### config.mk
export PLATFORM = sky130hd
export DESIGN_NAME = axi_rd_port_arbiter_flat
export DESIGN_NICKNAME = d
export VERILOG_FILES = /design/src/rtl/axi_rd_port_arbiter_if.sv /design/src/rtl/axi_rd_port_arbiter.sv /design/src/flat_wrapper.sv
export SDC_FILE = /design/constraint.sdc
export NUM_CORES = 1
export LEC_CHECK = 0
export CAP_MARGIN = 0
export CORE_AREA = 4 4 142 144
export DETAILED_ROUTE_END_ITERATION = 8
export DIE_AREA = 0 0 146 148
export GPL_TIMING_DRIVEN = 0
export PLACE_DENSITY_LB_ADDON = 0.3
export SYNTH_ARGS = -nofsm -noshare
export SYNTH_HDL_FRONTEND = slang
export SYNTH_SLANG_ARGS = --single-unit
### constraint.sdc
create_clock -name clk_i -period 2.1 [get_ports clk_i]
set_clock_uncertainty 0.2 [all_clocks]
set_input_delay 0.315 -clock clk_i [delete_from_list [all_inputs] [get_ports clk_i]]
set_output_delay 0.315 -clock clk_i [all_outputs]
set_load 0.02 [all_outputs]
### src/rtl/axi_rd_port_arbiter_if.sv
// Shim-side read channel of the refill arbiter: tagged request out, tagged beats back.
interface axi_rd_port_arbiter_if #(
  parameter int IdWidth   = 4,
  parameter int BlenWidth = 2,
  parameter int PortIdxW  = 1
);
  logic                        shim_req;
  logic                        shim_gnt;
  logic [63:0]                 shim_addr;
  logic [BlenWidth-1:0]        shim_blen;
  logic [1:0]                  shim_size;
  logic [IdWidth+PortIdxW-1:0] shim_id;
  logic                        shim_rdy;
  logic                        shim_valid;
  logic                        shim_last;
  logic [63:0]                 shim_data;
  logic [IdWidth+PortIdxW-1:0] shim_rid;
  logic                        shim_exokay;

  modport master (
    output shim_req, shim_addr, shim_blen, shim_size, shim_id, shim_rdy,
    input  shim_gnt, shim_valid, shim_last, shim_data, shim_rid, shim_exokay
  );

  modport slave (
    input  shim_req, shim_addr, shim_blen, shim_size, shim_id, shim_rdy,
    output shim_gnt, shim_valid, shim_last, shim_data, shim_rid, shim_exokay
  );
endinterface

### src/rtl/axi_rd_port_arbiter.sv
// Round-robin sharing of the shim read port between refill requesters, with
// port-tagged IDs steering beats back and a per-port in-flight burst cap.
//
// state | meaning
// IDLE  | pick next eligible requester round-robin, latch its request
// REQ   | present latched request to the shim until it is granted
module axi_rd_port_arbiter #(
  parameter int NumPorts       = 2,
  parameter int IdWidth        = 4,
  parameter int BlenWidth      = 2,
  parameter int MaxOutstanding = 2,
  parameter int PortIdxW       = $clog2(NumPorts)
) (
  input  logic                          clk_i,
  input  logic                          rst_i,
  input  logic [NumPorts-1:0]           req_i,
  output logic [NumPorts-1:0]           gnt_o,
  input  logic [NumPorts*64-1:0]        addr_i,
  input  logic [NumPorts*BlenWidth-1:0] blen_i,
  input  logic [NumPorts*2-1:0]         size_i,
  input  logic [NumPorts*IdWidth-1:0]   id_i,
  output logic [NumPorts-1:0]           valid_o,
  output logic                          last_o,
  output logic [63:0]                   data_o,
  output logic [IdWidth-1:0]            id_o,
  output logic                          exokay_o,
  output logic                          busy_o,
  output logic                          err_o,
  axi_rd_port_arbiter_if.master         shim
);

  localparam int CntW = $clog2(MaxOutstanding + 1);
  localparam int TagW = IdWidth + PortIdxW;

  typedef enum logic {IDLE, REQ} state_e;

  state_e               state_q, state_d;
  logic [PortIdxW-1:0]  rr_q, rr_d, sel_q, sel_d;
  logic [63:0]          addr_q, addr_d;
  logic [BlenWidth-1:0] blen_q, blen_d;
  logic [1:0]           size_q, size_d;
  logic [IdWidth-1:0]   id_q, id_d;
  logic [CntW-1:0]      cnt_q [NumPorts];
  logic [CntW-1:0]      cnt_d [NumPorts];
  logic                 err_q;

  logic [NumPorts-1:0]  elig;
  logic                 pick_found;
  logic [PortIdxW-1:0]  pick_idx;
  logic                 grant;
  logic [PortIdxW-1:0]  ret_idx;
  logic                 ret_in_range, ret_zero, stray, ret_dec;
  logic                 any_out;

  always_comb begin
    elig = '0;
    for (int p = 0; p < NumPorts; p++) begin
      elig[p] = req_i[p] && (32'(cnt_q[p]) < MaxOutstanding);
    end
  end

  always_comb begin
    logic [PortIdxW-1:0] cand;
    cand       = '0;
    pick_found = 1'b0;
    pick_idx   = '0;
    for (int i = 0; i < NumPorts; i++) begin
      cand = PortIdxW'((int'(rr_q) + i) % NumPorts);
      if (!pick_found && elig[cand]) begin
        pick_found = 1'b1;
        pick_idx   = cand;
      end
    end
  end

  always_comb begin
    state_d = state_q;
    rr_d    = rr_q;
    sel_d   = sel_q;
    addr_d  = addr_q;
    blen_d  = blen_q;
    size_d  = size_q;
    id_d    = id_q;
    grant   = 1'b0;
    case (state_q)
      IDLE: begin
        if (pick_found) begin
          state_d = REQ;
          sel_d   = pick_idx;
          for (int p = 0; p < NumPorts; p++) begin
            if (PortIdxW'(p) == pick_idx) begin
              addr_d = addr_i[p*64 +: 64];
              blen_d = blen_i[p*BlenWidth +: BlenWidth];
              size_d = size_i[p*2 +: 2];
              id_d   = id_i[p*IdWidth +: IdWidth];
            end
          end
        end
      end
      REQ: begin
        // A reset landing on the grant cycle abandons the request outright.
        if (shim.shim_gnt && !rst_i) begin
          grant   = 1'b1;
          state_d = IDLE;
          rr_d    = (sel_q == PortIdxW'(NumPorts - 1)) ? '0 : sel_q + PortIdxW'(1);
        end
      end
      default: state_d = IDLE;
    endcase
  end

  always_comb begin
    gnt_o = '0;
    if (grant) gnt_o[sel_q] = 1'b1;
  end

  assign ret_idx      = shim.shim_rid[TagW-1:IdWidth];
  assign ret_in_range = 32'(ret_idx) < NumPorts;
  assign ret_zero     = ret_in_range ? (cnt_q[ret_idx] == '0) : 1'b1;
  assign stray        = shim.shim_valid && (!ret_in_range || (shim.shim_last && ret_zero));
  assign ret_dec      = shim.shim_valid && shim.shim_last && !stray;

  always_comb begin
    valid_o = '0;
    if (shim.shim_valid && !stray) valid_o[ret_idx] = 1'b1;
  end

  // Grant and last beat on the same port in one cycle cancel out.
  always_comb begin
    for (int p = 0; p < NumPorts; p++) begin
      cnt_d[p] = cnt_q[p]
               + CntW'(grant && (sel_q == PortIdxW'(p)))
               - CntW'(ret_dec && (ret_idx == PortIdxW'(p)));
    end
  end

  always_comb begin
    any_out = 1'b0;
    for (int p = 0; p < NumPorts; p++) begin
      if (cnt_q[p] != '0) any_out = 1'b1;
    end
  end

  always_ff @(posedge clk_i) begin
    if (rst_i) begin
      state_q <= IDLE;
      rr_q    <= '0;
      sel_q   <= '0;
      addr_q  <= '0;
      blen_q  <= '0;
      size_q  <= '0;
      id_q    <= '0;
      err_q   <= 1'b0;
      for (int p = 0; p < NumPorts; p++) cnt_q[p] <= '0;
    end else begin
      state_q <= state_d;
      rr_q    <= rr_d;
      sel_q   <= sel_d;
      addr_q  <= addr_d;
      blen_q  <= blen_d;
      size_q  <= size_d;
      id_q    <= id_d;
      err_q   <= err_q | stray;
      cnt_q   <= cnt_d;
    end
  end

  assign shim.shim_req  = (state_q == REQ) && !rst_i;
  assign shim.shim_addr = addr_q;
  assign shim.shim_blen = blen_q;
  assign shim.shim_size = size_q;
  assign shim.shim_id   = {sel_q, id_q};
  assign shim.shim_rdy  = 1'b1;

  assign last_o   = shim.shim_last;
  assign data_o   = shim.shim_data;
  assign id_o     = shim.shim_rid[IdWidth-1:0];
  assign exokay_o = shim.shim_exokay;
  assign busy_o   = (state_q == REQ) || any_out;
  assign err_o    = err_q;

endmodule

### src/flat_wrapper.sv
// flat-port wrapper written by rule: the top's interface ports become plain ports
module axi_rd_port_arbiter_flat 
#(
  parameter int NumPorts       = 2,
  parameter int IdWidth        = 4,
  parameter int BlenWidth      = 2,
  parameter int MaxOutstanding = 2,
  parameter int PortIdxW       = $clog2(NumPorts)
)
  (clk_i, rst_i, req_i, gnt_o, addr_i, blen_i, size_i, id_i, valid_o, last_o, data_o, id_o, exokay_o, busy_o, err_o, shim_shim_req, shim_shim_addr, shim_shim_blen, shim_shim_size, shim_shim_id, shim_shim_rdy, shim_shim_gnt, shim_shim_valid, shim_shim_last, shim_shim_data, shim_shim_rid, shim_shim_exokay);
  axi_rd_port_arbiter_if #(.IdWidth(IdWidth), .BlenWidth(BlenWidth), .PortIdxW(PortIdxW)) shim_i ();
  input  logic clk_i;
  input  logic rst_i;
  input  logic [NumPorts-1:0] req_i;
  output logic [NumPorts-1:0] gnt_o;
  input  logic [NumPorts*64-1:0] addr_i;
  input  logic [NumPorts*BlenWidth-1:0] blen_i;
  input  logic [NumPorts*2-1:0] size_i;
  input  logic [NumPorts*IdWidth-1:0] id_i;
  output logic [NumPorts-1:0] valid_o;
  output logic last_o;
  output logic [63:0] data_o;
  output logic [IdWidth-1:0] id_o;
  output logic exokay_o;
  output logic busy_o;
  output logic err_o;
  output wire logic [$bits(shim_i.shim_req)-1:0] shim_shim_req;
  output wire logic [$bits(shim_i.shim_addr)-1:0] shim_shim_addr;
  output wire logic [$bits(shim_i.shim_blen)-1:0] shim_shim_blen;
  output wire logic [$bits(shim_i.shim_size)-1:0] shim_shim_size;
  output wire logic [$bits(shim_i.shim_id)-1:0] shim_shim_id;
  output wire logic [$bits(shim_i.shim_rdy)-1:0] shim_shim_rdy;
  input wire logic [$bits(shim_i.shim_gnt)-1:0] shim_shim_gnt;
  input wire logic [$bits(shim_i.shim_valid)-1:0] shim_shim_valid;
  input wire logic [$bits(shim_i.shim_last)-1:0] shim_shim_last;
  input wire logic [$bits(shim_i.shim_data)-1:0] shim_shim_data;
  input wire logic [$bits(shim_i.shim_rid)-1:0] shim_shim_rid;
  input wire logic [$bits(shim_i.shim_exokay)-1:0] shim_shim_exokay;
  assign shim_shim_req = shim_i.shim_req;
  assign shim_shim_addr = shim_i.shim_addr;
  assign shim_shim_blen = shim_i.shim_blen;
  assign shim_shim_size = shim_i.shim_size;
  assign shim_shim_id = shim_i.shim_id;
  assign shim_shim_rdy = shim_i.shim_rdy;
  assign shim_i.shim_gnt = shim_shim_gnt;
  assign shim_i.shim_valid = shim_shim_valid;
  assign shim_i.shim_last = shim_shim_last;
  assign shim_i.shim_data = shim_shim_data;
  assign shim_i.shim_rid = shim_shim_rid;
  assign shim_i.shim_exokay = shim_shim_exokay;
  axi_rd_port_arbiter #(.NumPorts(NumPorts), .IdWidth(IdWidth), .BlenWidth(BlenWidth), .MaxOutstanding(MaxOutstanding), .PortIdxW(PortIdxW)) u_core (.clk_i(clk_i), .rst_i(rst_i), .req_i(req_i), .gnt_o(gnt_o), .addr_i(addr_i), .blen_i(blen_i), .size_i(size_i), .id_i(id_i), .valid_o(valid_o), .last_o(last_o), .data_o(data_o), .id_o(id_o), .exokay_o(exokay_o), .busy_o(busy_o), .err_o(err_o), .shim(shim_i));
endmodule
== Yosys cells after proc, flatten, opt, wreduce, memory -nomap -nowiden ==
Index checks and enable logic that the tools add are counted.

* Memories kept: 0
* Register bits after elaboration: 80
* Bits of input ports: 221
* Bits in writable memories: 0
* Bits in latches: 0
* Output and inout bits: 151
* Memory bits (read-only): 0

* Shift-type cells: 0
* Bitwise logic cells: 5
* Divide/modulo/power cells: 0
* Equality and inequality tests: 0
* Add/sub/neg operators: 6
* Multiply operators: 0
* Magnitude comparators: 9
* Mux-type cells: 29
* Reductions and logical operators: 25

{| class="wikitable"
|+ Operator list
! kind !! number
|-
| 64-bit 2-to-1 mux || 1
|-
| 1-bit 2-to-1 mux || 17
|-
| 1-bit logical AND || 16
|-
| 2-bit 2-to-1 mux || 7
|-
| 1-bit by 2-bit less-than comparator with 1-bit output (second input constant) || 4
|-
| 2-bit by 1-bit adder with 2-bit output || 2
|-
| 2-bit less-than comparator (second input constant) || 2
|-
| 4-bit 2-to-1 mux || 1
|-
| 2-bit AND reduction || 2
|-
| 2-bit nonzero test || 2
|-
| 2-bit by 1-bit subtractor with 2-bit output || 2
|-
| 1-bit logical NOT || 3
|-
| 1-bit NOT || 3
|-
| 1-bit adder (second input constant) || 2
|-
| 1-bit demux with 1-bit select || 2
|-
| 1-bit greater-or-equal comparator (second input constant) || 2
|-
| 2-bit greater-or-equal comparator (second input constant) || 1
|-
| 2-bit logical NOT || 1
|-
| 1-bit NOT with 2-bit output || 1
|-
| 1-bit one-hot mux with 2 select lines || 1
|-
| 1-bit logical OR || 1
|-
| 1-bit bitwise OR || 1
|}

== Depth between registers and ports, before layout ==
Gate-level depths: netlist of run 1.

* Word-level depth: 11
* Depth in mapped cells: 9

== Least setup slack after synthesis of run 1 ==
No wires, ideal clock.

* Path type: in2reg
* Start: input rst_i
* End: register u_core.cnt_q[3] (netlist bit)
* Slack: -85 ps
* Arrival time: 1857 ps
* Path buffers: 1
* Stages on the path: 8
* Path through: clkbuf_1 -> nor2b_1 -> nand2_1 -> nor2_1 -> ha_1 -> xor2_1 -> xnor2_1 -> nor2_1

* Longest elaborated chain between the ends: 7

{| class="wikitable"
|+ Ends and longest elaborated chain
! item !! RTL line !! RTL
|-
| start: declaration || flat_wrapper.sv:13 || <nowiki>input logic rst_i;</nowiki>
|-
| 1-bit logical NOT || axi_rd_port_arbiter.sv:102 || <nowiki>if (shim.shim_gnt && !rst_i) begin</nowiki>
|-
| 1-bit logical AND || axi_rd_port_arbiter.sv:102 ||
|-
| 1-bit 2-to-1 mux || axi_rd_port_arbiter.sv:102 ||
|-
| 1-bit 2-to-1 mux || axi_rd_port_arbiter.sv:85 || <nowiki>case (state_q)</nowiki>
|-
| 1-bit logical AND || axi_rd_port_arbiter.sv:132 || <nowiki>+ CntW'(grant && (sel_q == PortIdxW'(p)))</nowiki>
|-
| 2-bit by 1-bit adder with 2-bit output || axi_rd_port_arbiter.sv:132 ||
|-
| 2-bit by 1-bit subtractor with 2-bit output || axi_rd_port_arbiter.sv:133 || <nowiki>- CntW'(ret_dec && (ret_idx == PortIdxW'(p)));</nowiki>
|-
| end signal: assignment || axi_rd_port_arbiter.sv:164 || <nowiki>cnt_q <= cnt_d;</nowiki>
|-
| end: declaration || axi_rd_port_arbiter.sv:43 || <nowiki>logic [CntW-1:0] cnt_q [NumPorts];</nowiki>
|}

Several ways; a longest one is shown, not always the timed one.
A chain may end at the register's enable or synchronous reset.

== Worst setup path in the final report of run 1 ==
* Start: register u_core.sel_q
* End: output shim_shim_id[4]

{| class="wikitable"
|+ RTL lines
! item !! RTL line !! RTL
|-
| start: declaration || axi_rd_port_arbiter.sv:38 || <nowiki>logic [PortIdxW-1:0] rr_q, rr_d, sel_q, sel_d;</nowiki>
|-
| start signal: assignment || axi_rd_port_arbiter.sv:158 || <nowiki>sel_q <= sel_d;</nowiki>
|-
| end: declaration || flat_wrapper.sv:31 || <nowiki>output wire logic [$bits(shim_i.shim_id)-1:0] shim_shim_id;</nowiki>
|}

No word-level cell between the ends.

==> flow_summary.yaml, run 1 <==
pwr:
  p_leak_nw: 3.22
  fin_total_pwr_w: 0.00548
  ir_worst_vdd_uv: 348
  powerDensity_nw_per_um2: 701
route:
  post-route-drc-count: 0
  firstDrtPassIters: 6
  drt_iter0_drc: 123
  post_drt_wl_per_cell_microns: 16.7
  antenna_left: 0
  avgViaCountPerCell: 4.34
  drt-total-wl_microns: 18000
  vias: 4675
place:
  dp.final_hpwl_microns: 14000
  routabilityCongestion: 0.775
  port_buffers: 300
clock_tree:
  cts_tree: "done"
  clock-sinks: 80
  htreeDepth: 3
  holdBufCountCts: 0
  clk_pin_slew_worst_paths_ns: 0.06
  clk_path_buf_depth: 2
  root_buffer: "clkbuf_16"
  insertion_delay_ns: 0.34
  cts_made_buffers: 9
critical_path:
  path_buf_inv: 2
  ff2ff_path_depth: 9
  path_class: "register to output pin"
  critical-path-slowest-cell: "clkdlybuf4s50_1"
  crit_path_cell_trace: "buf_4 > clkdlybuf4s50_1"
  crit_required_ns: 1.58
  r2r_start: "u_core.cnt_q[1]$_SDFF_PP0_"
  r2r_slack_ns: 0.20
  cp.depth: 2
  r2r_end: "u_core.cnt_q[1]$_SDFF_PP0_"
  start_kind: "register"
  cp.arrival_ns: 1.48
  crit_fanout: 5
  crit_path_end_kind: "output pin"
  critPathMaxStageDelay_ns: 0.60
  worst_path_dominant_cell_family: "buffers and inverters"
sta:
  fin_crit_ns: 2.00
  relSlewSlack_pct: 53.7
  fmax_ghz: 0.501
  hold_violations: 0
  tightest_slew_ns: 0.694
  fin_crit_sh_pct: 95.0
  totalNegativeSetupSlack_ns: 0
  timing.hold.ws_ns: 0.197
  setup_violations: 0
  finalMaxSlewViolations: 0
  rsz0062_at_grt: "no"
global_routing:
  grt-ovfl-total: 0
  first_global_vias: 4629
  grt_pass1_wl_microns: 26600
  antenna_found_initial: 0
  grt_max_degree: 14
  gr-usage-all-layers_pct: 15.6
synth:
  ys_ff_latch: 80
  yosys.cell_types.count: 28
  syn-instance-count: 525
  netlist_area_sq_um: 4160
  ys_warn_count: 0
  avgSynthCellArea_sq_um: 7.92
  synth_nets: 750
  seq_area_frac_synth_pct: 38.5
finish:
  diodes: 0
  post-route-util_pct: 41.8
  area_growth_pct: 88.1
  fill_cells: 1920
  final_cell_mix: "clkdlybuf4s50_1 (292), nand2_1 (147), buf_4 (81)"
  layout_commonest_cell: "clkdlybuf4s50_1"
  layout-drive-gt1-share_pct: 15.5
  regArea_sq_um: 1600
  multi_input_area_sq_um: 1770
  fin_nets: 1063
floorplan:
  rows: 50
  die_h_microns: 148
  die_x_microns: 146
  start_util_pct: 22.2
  core-area_sq_um: 18700
  die_area_sq_um: 21600
  ios: 372
min_path:
  hp-start: "shim_shim_last"
  hp-class: "input port to register"
  holdPathEnd: "u_core.err_o$_SDFF_PP0_"
  min_path_cells: 3
outcome:
  status: "finished, final reports clean"
run:
  cap_violations: 0
[synthesized netlist by cell type]
master,count,share of area (%)
xnor2_1,2,0.42
a31oi_1,1,0.15
and2_1,2,0.30
nand2b_1,1,0.15
a21oi_4,1,0.39
buf_2,14,1.7
nand3b_1,1,0.18
nand2_1,147,13
o21a_1,1,0.18
and3_1,1,0.15
buf_4,80,14
ha_1,4,1.2
and2b_1,1,0.18
nor2b_1,3,0.45
nand2b_4,2,0.66
a311oi_1,73,15
o21ai_2,1,0.21
a21oi_1,3,0.36
clkbuf_1,9,0.81
conb_1,1,0.090
a211oi_1,1,0.18
dfxtp_1,80,38
buf_6,8,2.2
xor2_1,2,0.42
nor2_1,80,7.2
mux2_2,1,0.27
mux2i_1,1,0.24
inv_1,4,0.36
[metal layers]
layer	wire length, microns	track usage [%]	vias to the layer above
li1	-	-	2336
met1	7310	18.6	2117
met2	9160	27.5	212
met3	1350	5.03	10
met4	143	3.43	0
met5	0	0	-
[state kept, by name (all words and copies together) (netlist names)]
| register | cells |
|---|---|
| u_core.sel_q | 1 |
| u_core.shim.shim_blen | 2 |
| u_core.shim.shim_size | 2 |
| u_core.state_q | 1 |
| u_core.id_q | 4 |
| u_core.shim.shim_addr | 64 |
| u_core.err_o | 1 |
| u_core.cnt_q | 4 |
| u_core.rr_q | 1 |
[power breakdown]
group,internal [W],switching [W],leakage (nW)
registers,0.00170,0.0000962,0.664
clock network,0.00111,0.000675,0.159
logic,0.000992,0.000914,2.39
[cells by family after synthesis]
family                   synth area share (%)
adder cells (fa/ha/maj)                  1.20
multiplexers                            0.511
XOR/XNOR                                0.842
buffers and inverters                    19.5
AND/OR/NAND/NOR                          22.6
other                                  0.0901
flip-flops                               38.5
AO/OA/AOI/OAI                            16.8
[through the flow]
step | setup WS [ns] | area [sq um] | cells
2_1_floorplan | 0.0113 | 4160 | 525
3_3_place_gp | -0.414 | 7460 | 1059
3_5_place_dp | -0.402 | 7460 | 1059
4_1_cts | 0.00521 | 7790 | 1075
5_1_grt | 0.0129 | 7830 | 1077
6_report | 0.105 | 7830 | 1077
[tightest hold or removal path: cells and delay by family]
kind | cells | cell delay, ns
AO/OA/AOI/OAI | 1 | 0.11
buffers and inverters | 1 | 0.19
AND/OR/NAND/NOR | 1 | 0.08
[how the worst max path moves through the flow]
stage	start	end
5_1_grt	shim_shim_rid[4]	u_core.cnt_q[3]$_SDFF_PP0_
4_1_cts	rst_i	gnt_o[1]
2_1_floorplan	u_core.cnt_q[1]$_SDFF_PP0_	u_core.cnt_q[1]$_SDFF_PP0_
3_3_place_gp	req_i[0]	u_core.shim.shim_addr[54]$_SDFFE_PP0P_
3_5_place_dp	req_i[0]	u_core.shim.shim_addr[58]$_SDFFE_PP0P_
6_report	u_core.sel_q$_SDFFE_PP0P_	shim_shim_id[4]
[timing repair]
item / in CTS / in global routing
resized for setup: 9 / 8
cloned: 0 / 0
buffers inserted: 0 / 2
endpoints found under the hold margin: 0 / 0
endpoints found under the setup margin: 17 / 46
pin swaps: 0 / 1
[final cells by class]
class,count,area share [%]
Multi-Input combinational cell,330,22.6
Clock buffer,12,3.28
Buffer,111,10.2
Tap cell,234,3.74
Timing Repair Buffer,302,38.6
Inverter,4,0.192
Clock inverter,4,0.975
Sequential cell,80,20.5
(Power assumes the default switching activity.)
==> inputs of run 2 (changes only) <==
--- a/config.mk
+++ b/config.mk
@@ -5,10 +5,11 @@
 export SDC_FILE = /design/constraint.sdc
 export NUM_CORES = 1
 export LEC_CHECK = 0
+export ABC_AREA = 1
 export CAP_MARGIN = 0
-export CORE_AREA = 4 4 142 144
+export CORE_AREA = 4 4 143 145
 export DETAILED_ROUTE_END_ITERATION = 8
-export DIE_AREA = 0 0 146 148
+export DIE_AREA = 0 0 147 149
 export GPL_TIMING_DRIVEN = 0
 export PLACE_DENSITY_LB_ADDON = 0.3
 export SYNTH_ARGS = -nofsm -noshare
==> run 2 against run 1 <==
Utilization grew 2.9 points. Via count grew 19%. Final area rose by 9.7%. Fmax up 0.47%. Sequential power about the same. Synthesized area grew 18%. Routed wire length is 1.4% higher. Register-to-register slack got worse by 0.02 ns. Largest power group unchanged. First-iteration DRC count rose by 8.9%. Worst hold slack better by 0.030 ns. Critical path depth is the same. Sequential share of layout area decreased by 1.8 points.
==> flow_summary.yaml, run 2 <==
outcome:
  status: "finished, final reports clean"
clock_tree:
  htreeDepth: 3
  clk_pin_slew_worst_paths_ns: 0.06
  clk_path_buf_depth: 2
  insertion_delay_ns: 0.33
  cts_tree: "done"
  cts_made_buffers: 9
  root_buffer: "clkbuf_16"
  clock-sinks: 80
synth:
  ys_ff_latch: 80
  synth_top_family_by_area: "buffers and inverters"
  synth_nets: 989
  yosys-top-cells-area: "dfxtp_1 (32%), nand3_1 (15%), buf_4 (13%), inv_1 (12%), nand2_1 (11%)"
  synth_edf_count: 0
  synth_top_cell_by_area: "dfxtp_1"
  seq_area_frac_synth_pct: 32.5
  synth_fa_ha_area_share_pct: 1.02
  avgSynthCellArea_sq_um: 6.45
  synth_top_area_share_pct: 32.5
  synth_mux_area_share_pct: 0
  synth_compound_area_share_pct: 8.43
  syn-instance-count: 764
  ys_warn_count: 0
  synth-xor-area-share_pct: 0.355
  yosys-top-cells-count: "inv_1 (160), nand2_1 (149), nand3_1 (148), buf_4 (84), dfxtp_1 (80)"
  yosys.cell_types.count: 21
  synth-simple-area-share_pct: 27.8
  yosysMostFrequentCell: "inv_1"
  netlist_area_sq_um: 4930
  synthFlopType: "dfxtp_1"
  ys_async_sr_fraction_pct: 0
sta:
  hold_violations: 0
  fin_crit_sh_pct: 94.6
  finalMaxSlewViolations: 0
  setup_ws_ns: 0.114
  timing.hold.ws_ns: 0.227
  rsz0062_at_grt: "no"
  relSlewSlack_pct: 66.1
  setup_violations: 0
  fin_crit_ns: 1.99
  fmax_ghz: 0.503
  tightest_slew_ns: 0.508
finish:
  layout_commonest_cell: "clkdlybuf4s50_1"
  fill_cells: 2007
  multi_input_area_sq_um: 1870
  regArea_sq_um: 1600
  post-route-util_pct: 44.7
  layout-drive-gt1-share_pct: 13.0
  final_cells: 1344
  fin_nets: 1300
  area_growth_pct: 74.2
  largest_reg_flops: 64
  final_cell_mix: "clkdlybuf4s50_1 (293), inv_1 (159), nand2_1 (149)"
  diodes: 0
pwr:
  p_int_w: 0.00380
  switching_share_pct: 30.9
  clockPowerShare_pct: 31.3
  power.switching_w: 0.00170
  powerDensity_nw_per_um2: 641
  p_comb_share_pct: 36.5
  p_leak_nw: 4.19
  p_seq_share_pct: 32.2
  ir_worst_vdd_uv: 434
route:
  post_drt_wl_per_cell_microns: 13.6
  antenna_left: 0
  firstDrtPassIters: 4
  avgViaCountPerCell: 4.15
  drt_iter0_drc: 134
  vias: 5584
  post-route-drc-count: 0
  drt-total-wl_microns: 18200
place:
  pre_cts_ws_ns: -0.258
  routabilityCongestion: 0.771
  dp.final_hpwl_microns: 14300
  place_inst: 1329
  port_buffers: 300
critical_path:
  r2r_start: "u_core.cnt_q[2]$_SDFF_PP0_"
  r2r_end: "u_core.cnt_q[1]$_SDFF_PP0_"
  crit_path_end_kind: "output pin"
  r2r_slack_ns: 0.18
  cp.arrival_ns: 1.47
  crit_required_ns: 1.58
  start_kind: "register"
  crit_path_start: "u_core.sel_q$_SDFFE_PP0P_"
  crit_fanout: 4
  path_class: "register to output pin"
  ff2ff_path_depth: 12
global_routing:
  first_global_vias: 5187
  gr-usage-all-layers_pct: 15.6
  antenna_found_initial: 0
  grt_max_degree: 13
  grt_pass1_wl_microns: 27200
  grt-ovfl-total: 0
floorplan:
  die_h_microns: 149
  start_util_pct: 25.7
  rows: 51
  core-area_sq_um: 19200
  die_x_microns: 147
  ios: 372
  die_area_sq_um: 21900
run:
  cap_violations: 0
min_path:
  min_path_cells: 4
  hp-start: "shim_shim_rid[4]"
  hp-class: "input port to register"
  holdPathEnd: "u_core.err_o$_SDFF_PP0_"
==> run 2: cell types whose count changed in the layout (fill, tap and decap cells not counted), sizes merged, moves of 3 or more <==
cell / previous run / this run
nand2b: 3 / 0
a311oi: 73 / 0
o21ai: 1 / 4
buf: 104 / 113
inv: 4 / 163
nand2: 147 / 152
nor2b: 3 / 0
nor2: 80 / 11
nand3: 0 / 148
a21oi: 4 / 76
==> run 2: layout make-up <==
class | count | share of cell area [%]
inverter | 163 | 7.13
multi-input combinational | 402 | 21.8
sequential | 80 | 18.7
clock inverter | 3 | 0.758
tap | 265 | 3.86
clock buffer | 12 | 2.99
timing repair buffer | 300 | 34.8
buffer | 119 | 9.97
==> run 2: timing repair <==
item,in CTS,in global routing
gates resized for setup,5,13
hold buffers,0,0
endpoints found under the setup margin,5,6
gates cloned,0,0
setup buffers,0,0
==> run 2: critical path, stage by stage, from the launching register on <==
cell             delay (ns)
dfxtp_1                0.40
buf_4                  0.13
clkdlybuf4s50_1        0.62
==> run 2: per-stage QoR <==
step	total power [W]	TNS, ns	cell area, sq um
3_3_place_gp	0.00382	-1.14	8270
3_5_place_dp	0.00384	-1.20	8270
5_1_grt	0.00583	0	8590
6_report	0.00551	0	8590
4_1_cts	0.00560	0	8580
2_1_floorplan	0.00287	0	4930
==> run 2: power by group through the flow <==
| stage | Combinational [W] | Clock, W | Sequential (W) |
|---|---|---|---|
| floorplan | 0.000869 | 0 | 0.00200 |
| global placement | 0.00203 | 0 | 0.00180 |
| detailed placement | 0.00203 | 0 | 0.00181 |
| CTS | 0.00204 | 0.00179 | 0.00177 |
| global route | 0.00219 | 0.00185 | 0.00179 |
| finish | 0.00201 | 0.00172 | 0.00177 |
==> run 2: how the worst max path moves through the flow <==
stage | cells past startpoint | slack, ns | to
floorplan | 8 | 0.06 | u_core.cnt_q[1]$_SDFF_PP0_
global placement | 6 | -0.24 | valid_o[1]
detailed placement | 12 | -0.26 | u_core.cnt_q[1]$_SDFF_PP0_
CTS | 6 | 0.02 | valid_o[1]
global route | 7 | 0.006 | valid_o[0]
finish | 2 | 0.11 | shim_shim_id[4]
==> run 2: cell families (layout without fill, tap and decap cells) <==
logic type | count (synthesis) | after routing
AO/OA/AOI/OAI | 82 | 82
XOR/XNOR | 2 | 2
adder cells (fa/ha/maj) | 4 | 4
buffers and inverters | 282 | 597
flip-flops | 80 | 80
other | 1 | 1
AND/OR/NAND/NOR | 313 | 313
==> run 2: routing by layer <==
metal	vias to the layer above	global-route usage (%)	routed length (microns)
li1	2894	-	-
met1	2452	18.2	7420
met2	226	27.3	8880
met3	12	5.53	1690
met4	0	4.19	219
met5	-	0	0
==> inputs of run 3 (changes only) <==
--- a/config.mk
+++ b/config.mk
@@ -6,7 +6,7 @@
 export NUM_CORES = 1
 export LEC_CHECK = 0
 export ABC_AREA = 1
-export CAP_MARGIN = 0
+export CAP_MARGIN = 30
 export CORE_AREA = 4 4 143 145
 export DETAILED_ROUTE_END_ITERATION = 8
 export DIE_AREA = 0 0 147 149
==> constraint.sdc (replaced) <==
create_clock -name clk_i -period 1.9 [get_ports clk_i]
set_clock_uncertainty 0.2 [all_clocks]
set_input_delay 0.285 -clock clk_i [delete_from_list [all_inputs] [get_ports clk_i]]
set_output_delay 0.285 -clock clk_i [all_outputs]
set_load 0.02 [all_outputs]
==> run 3 against run 2 <==
Utilization up 0.16 points. Global-route usage rose by 0.17 points. Non-clock buffer count increased by 1. Worst setup slack lost 0.075 ns. Die area unchanged. Critical path depth is 10 higher.
==> flow_summary.yaml, run 3 (synthesis results as in run 2) <==
outcome:
  status: "finished, final reports clean"
global_routing:
  gr-usage-all-layers_pct: 15.8
  grt_pass1_wl_microns: 27500
  antenna_found_initial: 0
  first_global_vias: 5273
  grt-ovfl-total: 0
  grt_max_degree: 13
pwr:
  p_leak_nw: 4.19
  ir_worst_vdd_uv: 398
  powerDensity_nw_per_um2: 701
  fin_total_pwr_w: 0.00604
floorplan:
  die_x_microns: 147
  die_area_sq_um: 21900
  die_h_microns: 149
  ios: 372
  core-area_sq_um: 19200
  start_util_pct: 25.7
  rows: 51
place:
  pre_cts_ws_ns: -0.451
  routabilityCongestion: 0.815
  port_buffers: 300
  postPlaceCellArea_sq_um: 8270
  dp.final_hpwl_microns: 14400
critical_path:
  critPathMaxStageDelay_ns: 0.33
  cp_common_cell: "nand3_2"
  path_class: "register to register"
  critical-path-slowest-cell: "dfxtp_2"
  crit_path_cell_trace: "nor2_4 > inv_2 > nand2_2 > nand3_2 > nand3_2 > nor2_1 > ha_1 > inv_1 > ha_2 > xnor2_2 > o21ai_1 > a21oi_1"
  crit_fanout: 2
  cp.arrival_ns: 1.88
  crit_required_ns: 1.92
  crit_path_end_kind: "register"
  start_kind: "register"
clock_tree:
  insertion_delay_ns: 0.33
  cts_tree: "done"
  clk_path_buf_depth: 2
  holdBufCountCts: 0
  clk_pin_slew_worst_paths_ns: 0.06
  htreeDepth: 3
  cts_made_buffers: 9
  clock-sinks: 80
  root_buffer: "clkbuf_16"
run:
  cap_violations: 0
route:
  drt_iter0_drc: 166
  avgViaCountPerCell: 4.13
  wl_met3_microns: 1560
  vias: 5557
  antenna_left: 0
  post_drt_wl_per_cell_microns: 13.6
  wl_met1_microns: 7350
  firstDrtPassIters: 4
  drt-total-wl_microns: 18200
  post-route-drc-count: 0
  wl_met2_microns: 9160
  highest_layer: "met4"
finish:
  area_growth_pct: 74.8
  layout-drive-gt1-share_pct: 13.9
  layout_commonest_cell: "clkdlybuf4s50_1"
  diodes: 0
  fin_nets: 1301
  post-route-util_pct: 44.9
  stdcell_area_sq_um: 8620
  final_cell_mix: "clkdlybuf4s50_1 (290), inv_1 (159), nand2_1 (147)"
  largest_reg_flops: 64
sta:
  finalMaxSlewViolations: 0
  setup_violations: 0
  setup_ws_ns: 0.0392
  fin_crit_ns: 1.86
  rsz0062_at_grt: "yes"
  fin_crit_sh_pct: 97.9
  hold_violations: 0
  fmax_ghz: 0.537
min_path:
  hp-class: "input port to register"
[run 3: through the flow]
stage	cells	TNS, ns	hold slack, ns
finish	1346	0	0.171
global route	1346	-0.0895	0.187
floorplan	764	0	0.243
CTS	1345	0	0.270
global placement	1329	-11.58	0.251
detailed placement	1329	-12.74	0.262
[run 3: routing by layer]
layer	track usage, %	up-vias
met2	28.3	216
met3	5.53	12
met4	3.40	0
met5	0	-
li1	-	2882
met1	18.2	2447
[run 3: report_power, final]
group / switching [W] / total, W / internal (W)
Combinational: 0.00111 / 0.00223 / 0.00112
Clock: 0.000670 / 0.00186 / 0.00119
Sequential: 0.0000916 / 0.00196 / 0.00187
[run 3: worst paths after layout]
check | start | end | slack, ns | cells after the start
setup / recovery | u_core.cnt_q[2]$_SDFF_PP0_ | u_core.cnt_q[1]$_SDFF_PP0_ | 0.04 | 12
hold / removal | shim_shim_last | u_core.err_o$_SDFF_PP0_ | 0.17 | 3
setup reg to reg | u_core.cnt_q[2]$_SDFF_PP0_ | u_core.cnt_q[1]$_SDFF_PP0_ | 0.04 | 12
hold reg to reg | u_core.err_o$_SDFF_PP0_ | u_core.err_o$_SDFF_PP0_ | 0.27 | 2
[run 3: what timing repair did]
item,in CTS,in global routing
endpoints found under the hold margin,0,0
setup buffers,0,1
pin swaps,4,3
setup endpoints to repair,9,5
resized for setup,33,6
[run 3: cell type report]
type                    instances  area (sq um)
repair buffers                301          2990
clock inverters                 3          65.1
inverters                     163           613
fillers                      2014         10600
plain buffers                 119           858
well taps                     265           332
flip-flops and latches         80          1600
clock buffers                  13           250
multi-input cells             402          1910
[run 3: worst max-delay path, delay by kind of cell (launching register included)]
family	cells	cell delay [ns]
and+or+nand+nor	5	0.37
AOI/OAI and AO/OA	2	0.17
xor gates and xnor gates	1	0.13
buffers and inverters	2	0.09
adders and majority gates	2	0.45
DFF	1	0.33
